==> src/rtl/uart_rx_fifo.sv <==
// uart_rx_fifo: byte FIFO behind a UART receiver, one write per RXDONE rising edge, valid/ready read side.
// Ports: CLK/RESET (sync, active-high); RXDATA/RXDONE from receiver; RDATA/RVALID/RREADY consumer
// handshake (first-word-fall-through); COUNT occupancy 0..DEPTH; FULL; OVERFLOW sticky lost-byte flag,
// cleared by OVFCLR. Define UART_RXFIFO_OVERWRITE_EN to discard the oldest byte instead of the newest when full.
module uart_rx_fifo #(
    parameter int DEPTH = 16,
    parameter int AW    = 4
) (
    input  logic          CLK,
    input  logic          RESET,
    input  logic [7:0]    RXDATA,
    input  logic          RXDONE,
    output logic [7:0]    RDATA,
    output logic          RVALID,
    input  logic          RREADY,
    output logic [AW:0]   COUNT,
    output logic          FULL,
    output logic          OVERFLOW,
    input  logic          OVFCLR
);
    logic [7:0]    mem_q [DEPTH];
    logic [AW-1:0] wr_ptr_q, wr_ptr_d, rd_ptr_q, rd_ptr_d;
    logic [AW:0]   count_q, count_d;
    logic          ovf_q, ovf_d, done_q;
    logic          wr_req, rd_fire, wr_en, rd_adv, ovf_set;

    assign RDATA    = mem_q[rd_ptr_q];
    assign COUNT    = count_q;
    assign RVALID   = count_q != '0;
    assign FULL     = count_q == (AW+1)'(DEPTH);
    assign OVERFLOW = ovf_q;

    always_comb begin
        wr_req  = RXDONE & ~done_q;
        rd_fire = RVALID & RREADY;
        ovf_set = wr_req & FULL & ~rd_fire;
`ifdef UART_RXFIFO_OVERWRITE_EN
        // A write into a full FIFO evicts the head, so the read side advances with it.
        wr_en   = wr_req;
        rd_adv  = rd_fire | ovf_set;
`else
        wr_en   = wr_req & ~ovf_set;
        rd_adv  = rd_fire;
`endif
        wr_ptr_d = wr_en  ? wr_ptr_q + AW'(1) : wr_ptr_q;
        rd_ptr_d = rd_adv ? rd_ptr_q + AW'(1) : rd_ptr_q;
        count_d  = count_q + (AW+1)'(wr_en & ~rd_adv) - (AW+1)'(rd_adv & ~wr_en);
        // Set has priority over a coincident clear.
        ovf_d    = ovf_set ? 1'b1 : (OVFCLR ? 1'b0 : ovf_q);
    end

    always_ff @(posedge CLK) begin
        if (RESET) begin
            wr_ptr_q <= '0;
            rd_ptr_q <= '0;
            count_q  <= '0;
            ovf_q    <= 1'b0;
            done_q   <= 1'b1;
        end else begin
            wr_ptr_q <= wr_ptr_d;
            rd_ptr_q <= rd_ptr_d;
            count_q  <= count_d;
            ovf_q    <= ovf_d;
            done_q   <= RXDONE;
        end
    end

    always_ff @(posedge CLK) begin
        if (!RESET && wr_en) mem_q[wr_ptr_q] <= RXDATA;
    end
endmodule

==> config.mk <==
export PLATFORM = sky130hd
export DESIGN_NAME = uart_rx_fifo
export DESIGN_NICKNAME = d
export VERILOG_FILES = /design/src/rtl/uart_rx_fifo.sv
export SDC_FILE = /design/constraint.sdc
export NUM_CORES = 1
export LEC_CHECK = 0
export CAP_MARGIN = 20
export CORE_ASPECT_RATIO = 1.1
export CORE_UTILIZATION = 60
export DETAILED_ROUTE_END_ITERATION = 10
export HOLD_SLACK_MARGIN = 0.05
export PLACE_DENSITY_LB_ADDON = 0.2
export SLEW_MARGIN = 20
export SYNTH_ARGS = -nofsm -noshare
export SYNTH_HDL_FRONTEND = slang
export SYNTH_SLANG_ARGS = --single-unit
export TNS_END_PERCENT = 1
==> constraint.sdc <==
create_clock -name CLK -period 7.7 [get_ports CLK]
set_input_delay 1.155 -clock CLK [delete_from_list [all_inputs] [get_ports CLK]]
set_output_delay 1.155 -clock CLK [all_outputs]
set_load 0.1 [all_outputs]
* Yosys cells after proc, flatten, opt, wreduce, memory -nomap -nowiden
Memory sizes are Yosys's and may differ from the RTL's. A register that Yosys moved wholly into a read port is not among the register bits. Index checks and enable logic that the tools add are counted.
Storage, ports and cells: flip-flop bits (word level) 15, bits in writable memories 128, input bits 13, output and inout port bits 16, word-level logic and storage cells 33, memories 1
Cells by class: add/subtract/negate cells 4, equal/unequal tests 1, multiplexer cells 6, bitwise operators 12, reductions and logical operators 4
Memories:
- mem_q | words 16, bits a word 8, rd ports 1, clocked after Yosys merged registers in 1, wr ports 1, RTL line 21 | logic [7:0] mem_q [DEPTH];
Operators by type and width (count):
- AND 1 x 5 -> 5 bit | 2
- NOT 1 -> 5 bit | 2
- adder 4 x 1 -> 4 bit, second input constant | 2
- 2-to-1 mux 4 bit | 2
- adder 5 bit | 1
- AND 1 bit | 5
- == test 5 bit, second input constant | 1
- nonzero test 5 bit | 1
- subtractor 5 bit | 1
- 2-to-1 mux 1 bit | 4
- NOT 1 bit | 3
- nonzero test 2 bit | 1
- logical AND 1 bit | 1
- logical NOT 1 bit | 1

* Logic depth before layout (Yosys ltp)
Gate-level depths: netlist (run 1).
depth in word-level cells 9, mapped depth 13, gate-level depth less buffers 12

* Worst setup path after synthesis (run 1)
OpenSTA, ideal clock, no wires.
kind register to register, start point reg count_q[2], in the netlist COUNT[2], end point reg count_q[4], in the netlist COUNT[4], arrival time 3259 ps, data required time 7573 ps, setup slack 4315 ps, cell stages (with the launch flop) 14, path buffers 1, clock period less this slack 3385 ps, cell sequence dfxtp_1 -> inv_1 -> ha_1 -> or4b_1 -> buf_2 -> nand2_2 -> mux2i_1 -> ha_1 -> inv_1 -> fa_1 -> nor2b_1 -> o21bai_1 -> a21oi_1 -> nor3b_1
Between the ends: longest elaborated chain between the ends 9, elaborated cells on any way between the ends 14, classes of those cells add/sub: 2; eq/ne: 1; bitwise: 10; reduce/logical: 1
Ends and longest elaborated chain:
- start, declared | RTL line 23 | logic [AW:0] count_q, count_d;
- start signal, assigned | RTL line 62 | count_q <= count_d;
- nonzero test 5 bit * | RTL line 29 | assign RVALID = count_q != '0;
- net RVALID | RTL line 14 | output logic RVALID,
- AND 1 bit * | RTL line 35 | rd_fire = RVALID & RREADY;
- NOT 1 bit | RTL line 36 | ovf_set = wr_req & FULL & ~rd_fire;
- AND 1 bit | RTL line 36
- NOT 1 bit | RTL line 42 | wr_en = wr_req & ~ovf_set;
- AND 1 bit | RTL line 42
- AND 1 x 5 -> 5 bit / NOT 1 -> 5 bit (equally long branches) | RTL line 47 | count_d = count_q + (AW+1)'(wr_en & ~rd_adv) - (AW+1)'(rd_adv & ~wr_en);
- adder 5 bit / AND 1 x 5 -> 5 bit (equally long branches) | RTL line 47
- subtractor 5 bit * | RTL line 47
The timed path passes the listed nets; every way through them passes the cells marked *. A chain may end at the register's enable or synchronous reset.

==> results.py, run 1 <==
metrics = {
    "run": {
        "drv_cap": 0,
    },
    "cts": {
        "ctsLongestPathBuffers": 2,
        "cts_made_buffers": 17,
        "ctsResizeCount": 0,
        "post_cts_buffers": 0,
        "clock_sinks": 147,
        "cts_tree": "yes",
        "holdBufCountCts": 0,
        "clock_latency_ns": 0.52,
        "root_buffer": "clkbuf_8",
        "clk_pin_slew_ns": 0.06,
        "htree_levels": 4,
    },
    "synthesis": {
        "yosysSeqAreaShare": 0.722,
        "synth_adder_area_share": 0.0248,
        "ys_warn_count": 0,
        "yosysMostFrequentCell": "edfxtp_1",
        "synth_simple_gate_area_frac": 0.0549,
        "netlist_area_mm2": 0.00585,
        "synth_top_family_by_area": "multiplexers",
        "synth_area_per_cell_um2": 18.4,
        "synthArstFlopShare": 0,
        "synthTopCellsByArea": "edfxtp_1 (66%), mux4_2 (9.2%), dfxtp_1 (6.5%)",
        "ys_top_cells_by_count": "edfxtp_1 (128), nor2_1 (28), mux4_2 (24), dfxtp_1 (19), a22oi_1 (16)",
        "syn-num-nets": 342,
        "synth-xor-area-share": 0.0120,
        "synth_top_area_frac": 0.657,
        "yosysTopAreaCell": "edfxtp_1",
        "synthDistinctLibCells": 39,
        "synth_edf_count": 128,
        "synth-main-ff-cell": "edfxtp_1",
        "syn_inst": 318,
        "synth_mux_area_frac": 0.132,
        "synth-compound-area-share": 0.0310,
        "ys_ff_latch": 147,
    },
    "placed_design": {
        "gp_congestion": 0.754,
        "io_buffer_count": 28,
        "hpwl_um": 6920,
        "post-place-ws_ns": 3.81,
    },
    "worst_setup_path": {
        "path_cells": "mux4_2 -> a22oi_1 -> nand2_1 -> clkdlybuf4s50_1",
        "crit_required_ns": 6.55,
        "crit_cells": 4,
        "worstPathMaxFanout": 32,
        "cp.buffers_inverters": 1,
        "crit_type": "reg -> out",
        "worst_setup_path_start_kind": "flop",
        "crit_path_end_kind": "primary output",
        "slowest_stage": "clkdlybuf4s50_1",
        "reg2reg_depth": 12,
        "critPathMaxStageDelay_ns": 0.99,
        "path_delay_family": "buffers and inverters",
        "crit_arrival_ns": 3.30,
    },
    "grt": {
        "gr-usage-met1": 0.330,
        "met2_usage": 0.382,
        "grt_use_total": 0.244,
        "grt_antenna_before_repair": 0,
        "grt_pass1_vias": 3042,
        "overflow": 0,
        "gr-usage-met3": 0.0700,
        "grt_pass1_wl_um": 16700,
        "grt-busiest-layer": "met2",
        "grt_max_degree": 33,
    },
    "final_layout": {
        "num_antenna_cells": 0,
        "area_growth_pct": 15.0,
        "fin_util": 0.716,
        "nNetsFinal": 375,
        "layout-drive-gt1-share": 0.146,
    },
    "sta": {
        "rsz0062_at_grt": "false",
        "fin_crit_ns": 4.45,
        "hold_viol": 0,
        "skew_ns": 0.00736,
        "slew_headroom": 0.349,
        "tns_ns": 0,
        "drv_slew": 0,
        "setup_viol": 0,
        "timing.fmax_mhz": 225,
        "setup_slack_ns": 3.25,
        "fin_crit_sh": 0.578,
        "hold_slack_ns": 0.487,
        "tightest_slew_ns": 0.973,
    },
    "routing": {
        "wl_um": 11000,
        "wl_per_cell_um": 22.9,
        "vias_per_cell": 6.15,
        "dr_total_vias": 2959,
        "drt-initial-drc-count": 219,
        "dr.pass1.iters": 5,
        "drtAntennaViolNets": 0,
        "drc": 0,
    },
    "outcome": {
        "status": "complete, no violations",
    },
    "hold_path": {
        "min_path_cells": 2,
        "hold_class": "reg -> reg",
    },
    "power_and_ir_drop": {
        "power_leakage_nw": 2.22,
        "peakVddDrop_mv": 0.320,
        "powerDensity_mw_per_mm2": 340,
    },
    "floorplan": {
        "die_w_um": 96.2,
        "die_area_mm2": 0.0102,
        "rows": 37,
        "core_area_mm2": 0.00940,
        "die_h_um": 106,
        "ios": 29,
        "start_util": 0.623,
    },
}
## cells by family after synthesis
group                    after synthesis
flip-flops                           147
AND/OR/NAND/NOR                       68
multiplexers                          34
AO/OA/AOI/OAI                         26
buffers and inverters                 24
adder cells (fa/ha/maj)               11
XOR/XNOR                               8
## final timing paths
path	startpoint	endpoint	slack [ns]
max	flop	RDATA[0]	3.25
min reg2reg	OVERFLOW	OVERFLOW	0.49
max reg2reg	COUNT[2]	COUNT[4]	4.94
min	OVERFLOW	OVERFLOW	0.49
## flip-flops by register name (all words and copies together) (netlist names), named ones only
signal / count
mem_q: 128
COUNT: 5
rd_ptr_q: 4
wr_ptr_q: 4
OVERFLOW: 1
done_q: 1
## through the flow
stage / instances / instance area (um^2) / power (W)
floorplan: 318 / 5850 / 0.00142
global placement: 449 / 6180 / 0.00154
detailed placement: 449 / 6180 / 0.00155
CTS: 481 / 6730 / 0.00231
global route: 481 / 6730 / 0.00237
finish: 481 / 6730 / 0.00229
## routing by layer
metal	share of wire	vias to the layer above
li1	-	1318
met1	0.41	1510
met2	0.52	120
met3	0.057	11
met4	0.011	0
met5	0	-
## power by group
part	switching, W	internal, W	total, W
Combinational	0.000357	0.000211	0.000568
Clock	0.000286	0.000476	0.000762
Sequential	0.0000692	0.000888	0.000958
Total	0.000712	0.00158	0.00229
## final cells by class
cell class / instances / area [um^2]
inverters: 10 / 37.5
clock buffers: 26 / 468
flip-flops and latches: 147 / 4230
fillers: 583 / 2670
clock inverters: 6 / 80.1
repair buffers: 28 / 280
well taps: 117 / 146
multi-input cells: 147 / 1490
## worst reg2reg max path: cells and delay by family, from the launching register on
family / cells / cell delay [ns]
simple gates: 4 / 0.96
compound gates: 2 / 0.27
buf+inv: 2 / 0.14
fa+ha+maj: 3 / 0.72
flops: 1 / 0.33
mux: 1 / 0.20
## placed cells by master (no fill, tap or decap), types with 4 or more instances in the layout
cell type        count
xor2_1               6
nor2b_1              5
nand2_1             14
a22oi_1             16
nand3_1              8
nor2_1              28
dfxtp_1             17
edfxtp_1           128
mux4_2              24
a21oi_1              5
clkinv_2             4
mux4_1               8
ha_1                10
clkdlybuf4s50_1     28
clkbuf_1             7
clkbuf_16           16
inv_1               10
(Power assumes the default switching activity.)
==> run 2: changes to the inputs <==
CORE_UTILIZATION = 59   (was 60)
clock period = 4.1 ns   (was 7.7 ns; I/O delays follow)
==> run 2 against run 1 <==
Net effect: core utilization is 0.43 points lower; critical endpoint is now RDATA[7]; highest routed layer unchanged; largest power group unchanged; hold slack improved by 0.0040 ns; critical path type unchanged; routed wire length is 0.92% lower; cell area up 0.37%; clock power rose by 93%; first-iteration DRC count shrank 1.4%; power up 90%.
==> results.py, run 2 (same netlist as run 1, synthesis figures left out) <==
metrics = {
    "outcome": {
        "status": "complete, no violations",
    },
    "sta": {
        "fin_crit_ns": 3.38,
        "skew_ns": 0.00686,
        "tightest_slew_ns": 0.966,
        "timing.fmax_mhz": 295,
        "tns_ns": 0,
        "fin_crit_sh": 0.826,
        "hold_viol": 0,
        "hold_slack_ns": 0.491,
        "drv_slew": 0,
        "rsz0062_at_grt": "false",
        "setup_viol": 0,
        "slew_headroom": 0.354,
    },
    "cts": {
        "cts_tree": "yes",
        "ctsResizeCount": 0,
        "cts_made_buffers": 17,
        "clk_pin_slew_ns": 0.06,
        "clock_sinks": 147,
        "holdBufCountCts": 0,
        "ctsLongestPathBuffers": 2,
        "post_cts_buffers": 0,
        "htree_levels": 4,
        "clock_latency_ns": 0.52,
        "root_buffer": "clkbuf_8",
    },
    "worst_setup_path": {
        "crit_required_ns": 3.48,
        "path_cells": "buf_4 -> mux4_2 -> a22oi_1 -> nand2_1 -> buf_4",
        "crit_type": "reg -> out",
        "critPathMaxStageDelay_ns": 0.85,
        "worstPathMaxFanout": 23,
        "cp.buffers_inverters": 2,
        "slowest_stage": "dfxtp_2",
        "worst_setup_path_start_kind": "flop",
        "path_delay_family": "flip-flops",
        "crit_path_end_kind": "primary output",
        "cpMostUsedCell": "buf_4",
        "crit_arrival_ns": 2.77,
    },
    "grt": {
        "grt_use_total": 0.232,
        "grt-busiest-layer": "met2",
        "grt_pass1_vias": 2977,
        "grt_pass1_wl_um": 16800,
        "gr-usage-met1": 0.290,
        "overflow": 0,
        "grt_antenna_before_repair": 0,
        "gr-usage-met3": 0.0611,
        "met2_usage": 0.389,
        "grt_max_degree": 33,
    },
    "floorplan": {
        "die_w_um": 97.0,
        "die_h_um": 106,
        "die_area_mm2": 0.0103,
        "ios": 29,
        "start_util": 0.617,
        "core_area_mm2": 0.00949,
        "rows": 37,
    },
    "routing": {
        "drc": 0,
        "vias_per_cell": 6.09,
        "drt-initial-drc-count": 216,
        "wl_um": 10900,
        "dr_total_vias": 2954,
        "drtAntennaViolNets": 0,
        "dr.pass1.iters": 5,
        "wl_per_cell_um": 22.5,
    },
    "hold_path": {
        "hold_class": "reg -> reg",
    },
    "power_and_ir_drop": {
        "peakVddDrop_mv": 0.503,
        "power_w": 0.00434,
        "powerDensity_mw_per_mm2": 642,
        "power_leakage_nw": 2.25,
    },
    "final_layout": {
        "fill_cells": 562,
        "num_antenna_cells": 0,
        "final_common_cell": "edfxtp_1",
        "area_growth_pct": 15.4,
        "largest_register_ffs": 128,
        "layout-drive-gt1-share": 0.185,
        "top_register": "mem_q",
        "layout_common_cells": "edfxtp_1 (128), nor2_1 (28), mux4_2 (24)",
        "nNetsFinal": 379,
    },
    "placed_design": {
        "hpwl_um": 6660,
        "io_buffer_count": 28,
        "gp_congestion": 0.774,
    },
    "run": {
        "drv_cap": 0,
    },
}
run 2: cell count changes in the layout (fill, tap and decap cells not counted), sizes merged:
| cell | before | now |
|---|---|---|
| clkinvlp | 0 | 3 |
| clkinv | 4 | 5 |
| clkbuf | 26 | 20 |
| inv | 10 | 12 |
| clkdlybuf4s50 | 28 | 20 |
| buf | 0 | 12 |
run 2: worst paths after layout:
path                 start        to  slack, ns  cells past startpoint
setup / recovery      flop  RDATA[7]       0.72                      5
hold / removal    OVERFLOW  OVERFLOW       0.49                      2
setup reg to reg  COUNT[2]  COUNT[4]       1.32                     12
hold reg to reg   OVERFLOW  OVERFLOW       0.49                      2
run 2: worst register-to-register path: cells and delay by family (launching register included):
kind,cells,cell delay [ns]
simple gates,4,0.98
fa+ha+maj,3,0.75
flops,1,0.32
compound gates,2,0.27
mux,1,0.20
buf+inv,2,0.15
run 2: layer usage:
metal  up-vias  wire length [um]
li1       1324                 -
met1      1494              4180
met2       124              5800
met3        12               810
met4         0               148
met5         -                 0
run 2: cell type report:
cell class / count / area, um^2 / share of cell area
clock buffers: 20 / 435 / 0.0645
flip-flops and latches: 147 / 4230 / 0.625
well taps: 117 / 146 / 0.0217
inverters: 10 / 37.5 / 0.00556
multi-input cells: 147 / 1490 / 0.220
clock inverters: 12 / 131 / 0.0194
repair buffers: 32 / 290 / 0.0430
run 2: power by group:
part / switching, W / total, W / leakage (nW) / internal (W)
sequential: 0.0000814 / 0.00175 / 1.31 / 0.00167
clock: 0.000588 / 0.00147 / 0.269 / 0.000883
combinational: 0.000724 / 0.00112 / 0.670 / 0.000399
run 2: stage by stage:
| stage | instances | utilization | instance area [um^2] | setup WS (ns) |
|---|---|---|---|---|
| 5_1_grt | 485 | 0.712 | 6760 | 0.500 |
| 3_5_place_dp | 453 | 0.652 | 6190 | 1.01 |
| 2_1_floorplan | 318 | - | 5850 | 0.715 |
| 6_report | 485 | 0.712 | 6760 | 0.715 |
| 4_1_cts | 485 | 0.712 | 6760 | 0.641 |
| 3_3_place_gp | 453 | 0.652 | 6190 | 1.13 |
==> run 3: changes to the inputs <==
CORE_UTILIZATION = 54   (was 59)
clock period = 2.75 ns   (was 4.1 ns; I/O delays follow)
==> run 3 against run 2 <==
Net effect: via count rose by 1.5%; routed wire length fell by 1.1%; combinational power rose by 71%; clock skew rose by 0.0037 ns; flip-flop and latch count did not move; core utilization fell by 2.7 points; clock power rose by 61%; critical path depth did not move; register-to-register slack got worse by 1.2 ns; non-clock buffer count rose by 20; clock-buffer cell count rose by 5; first-iteration DRC count rose by 2.3%.
==> results.py, run 3 (same netlist as run 1, synthesis figures left out) <==
metrics = {
    "outcome": {
        "status": "complete, no violations",
    },
    "grt": {
        "met2_usage": 0.336,
        "gr-usage-met3": 0.0523,
        "grt_pass1_vias": 3102,
        "overflow": 0,
        "grt_max_degree": 33,
        "grt_pass1_wl_um": 17000,
        "grt_use_total": 0.214,
        "gr-usage-met1": 0.290,
        "grt-busiest-layer": "met2",
        "grt_antenna_before_repair": 0,
    },
    "routing": {
        "wl_um": 10800,
        "drt-initial-drc-count": 221,
        "drc": 0,
        "wl_per_cell_um": 20.4,
        "drtAntennaViolNets": 0,
        "dr.pass1.iters": 4,
        "vias_per_cell": 5.65,
        "dr_total_vias": 2998,
    },
    "cts": {
        "htree_levels": 4,
        "cts_tree": "yes",
        "cts_made_buffers": 17,
        "clk_pin_slew_ns": 0.06,
        "root_buffer": "clkbuf_16",
        "ctsLongestPathBuffers": 2,
        "clock_latency_ns": 0.42,
        "clock_sinks": 147,
    },
    "worst_setup_path": {
        "crit_arrival_ns": 2.24,
        "crit_path_end_kind": "primary output",
        "crit_type": "reg -> out",
        "worst_setup_path_start_kind": "flop",
        "worstPathMaxFanout": 16,
        "crit_required_ns": 2.34,
        "r2r_slack_ns": 0.16,
    },
    "sta": {
        "timing.fmax_mhz": 376,
        "drv_slew": 0,
        "hold_viol": 0,
        "tightest_slew_ns": 0.639,
        "hold_slack_ns": 0.481,
        "slew_headroom": 0.572,
        "skew_ns": 0.0105,
        "rsz0062_at_grt": "false",
        "setup_viol": 0,
        "fin_crit_sh": 0.966,
        "tns_ns": 0,
        "fin_crit_ns": 2.66,
    },
    "final_layout": {
        "nNetsFinal": 399,
        "num_antenna_cells": 0,
        "fill_cells": 710,
        "final_common_cell": "edfxtp_1",
        "largest_register_ffs": 128,
        "fin_util": 0.685,
        "layout-drive-gt1-share": 0.273,
        "layout_common_cells": "edfxtp_1 (128), buf_4 (29), nor2_1 (28)",
        "top_register": "mem_q",
        "area_growth_pct": 22.3,
    },
    "floorplan": {
        "start_util": 0.560,
        "ios": 29,
        "die_h_um": 111,
        "core_area_mm2": 0.0104,
        "die_area_mm2": 0.0113,
        "die_w_um": 101,
        "rows": 39,
    },
    "placed_design": {
        "hpwl_um": 6620,
        "gp_congestion": 0.767,
        "io_buffer_count": 28,
    },
    "power_and_ir_drop": {
        "power_leakage_nw": 2.47,
        "peakVddDrop_mv": 0.855,
        "powerDensity_mw_per_mm2": 957,
        "power_w": 0.00685,
    },
    "hold_path": {
        "hold_class": "reg -> reg",
    },
    "run": {
        "drv_cap": 0,
    },
}
## run 3: cell count changes in the layout (fill, tap and decap cells not counted), sizes merged
cell	delta
buf	+27
clkdlybuf4s50	-8
clkbuf	+6
clkinvlp	-3
bufinv	-2
clkinv	-1
inv	+1
## run 3: through the flow
stage                     area (um^2)  setup WS (ns)  std cells
final                            7150         0.0927        531
after global routing             7150         0.0103        531
after CTS                        7120         0.0344        529
after detailed placement         6480          0.107        497
after global placement           6480          0.158        497
after floorplan                  5880        0.00334        318
## run 3: report_power, final
part,switching [W],internal (W)
registers,0.0000620,0.00249
clock network,0.000869,0.00150
logic,0.00116,0.000754
## run 3: cell type report
class,instances,area [um^2],area share
inverter,10,37.5,0.00525
tap,143,179,0.0250
sequential,147,4240,0.592
clock buffer,25,592,0.0827
multi-input combinational,147,1500,0.209
clock inverter,7,48.8,0.00682
timing repair buffer,52,563,0.0787
## run 3: per-layer routing
| layer | wire (um) | up-vias |
|---|---|---|
| li1 | - | 1364 |
| met1 | 4510 | 1527 |
| met2 | 5610 | 95 |
| met3 | 591 | 12 |
| met4 | 115 | 0 |
| met5 | 0 | - |
## run 3: critical path, cell delays in order (launching register included)
cell     delay [ns]
dfxtp_2        0.40
buf_12         0.21
mux4_1         0.62
a22oi_1        0.25
nand2_1        0.15
buf_12         0.20
## run 3: final timing paths
| kind | cells after the start | to | startpoint |
|---|---|---|---|
| setup / recovery | 5 | RDATA[1] | flop |
| setup reg to reg | 12 | COUNT[4] | COUNT[2] |
| hold / removal | 2 | OVERFLOW | OVERFLOW |
| hold reg to reg | 2 | OVERFLOW | OVERFLOW |
## run 3: repair_timing
| item | 4_1_cts | 5_1_grt |
|---|---|---|
| gates resized for setup | 0 | 1 |
| hold buffers | 0 | 0 |
| setup endpoints to repair | 0 | 3 |
| setup buffers | 0 | 1 |
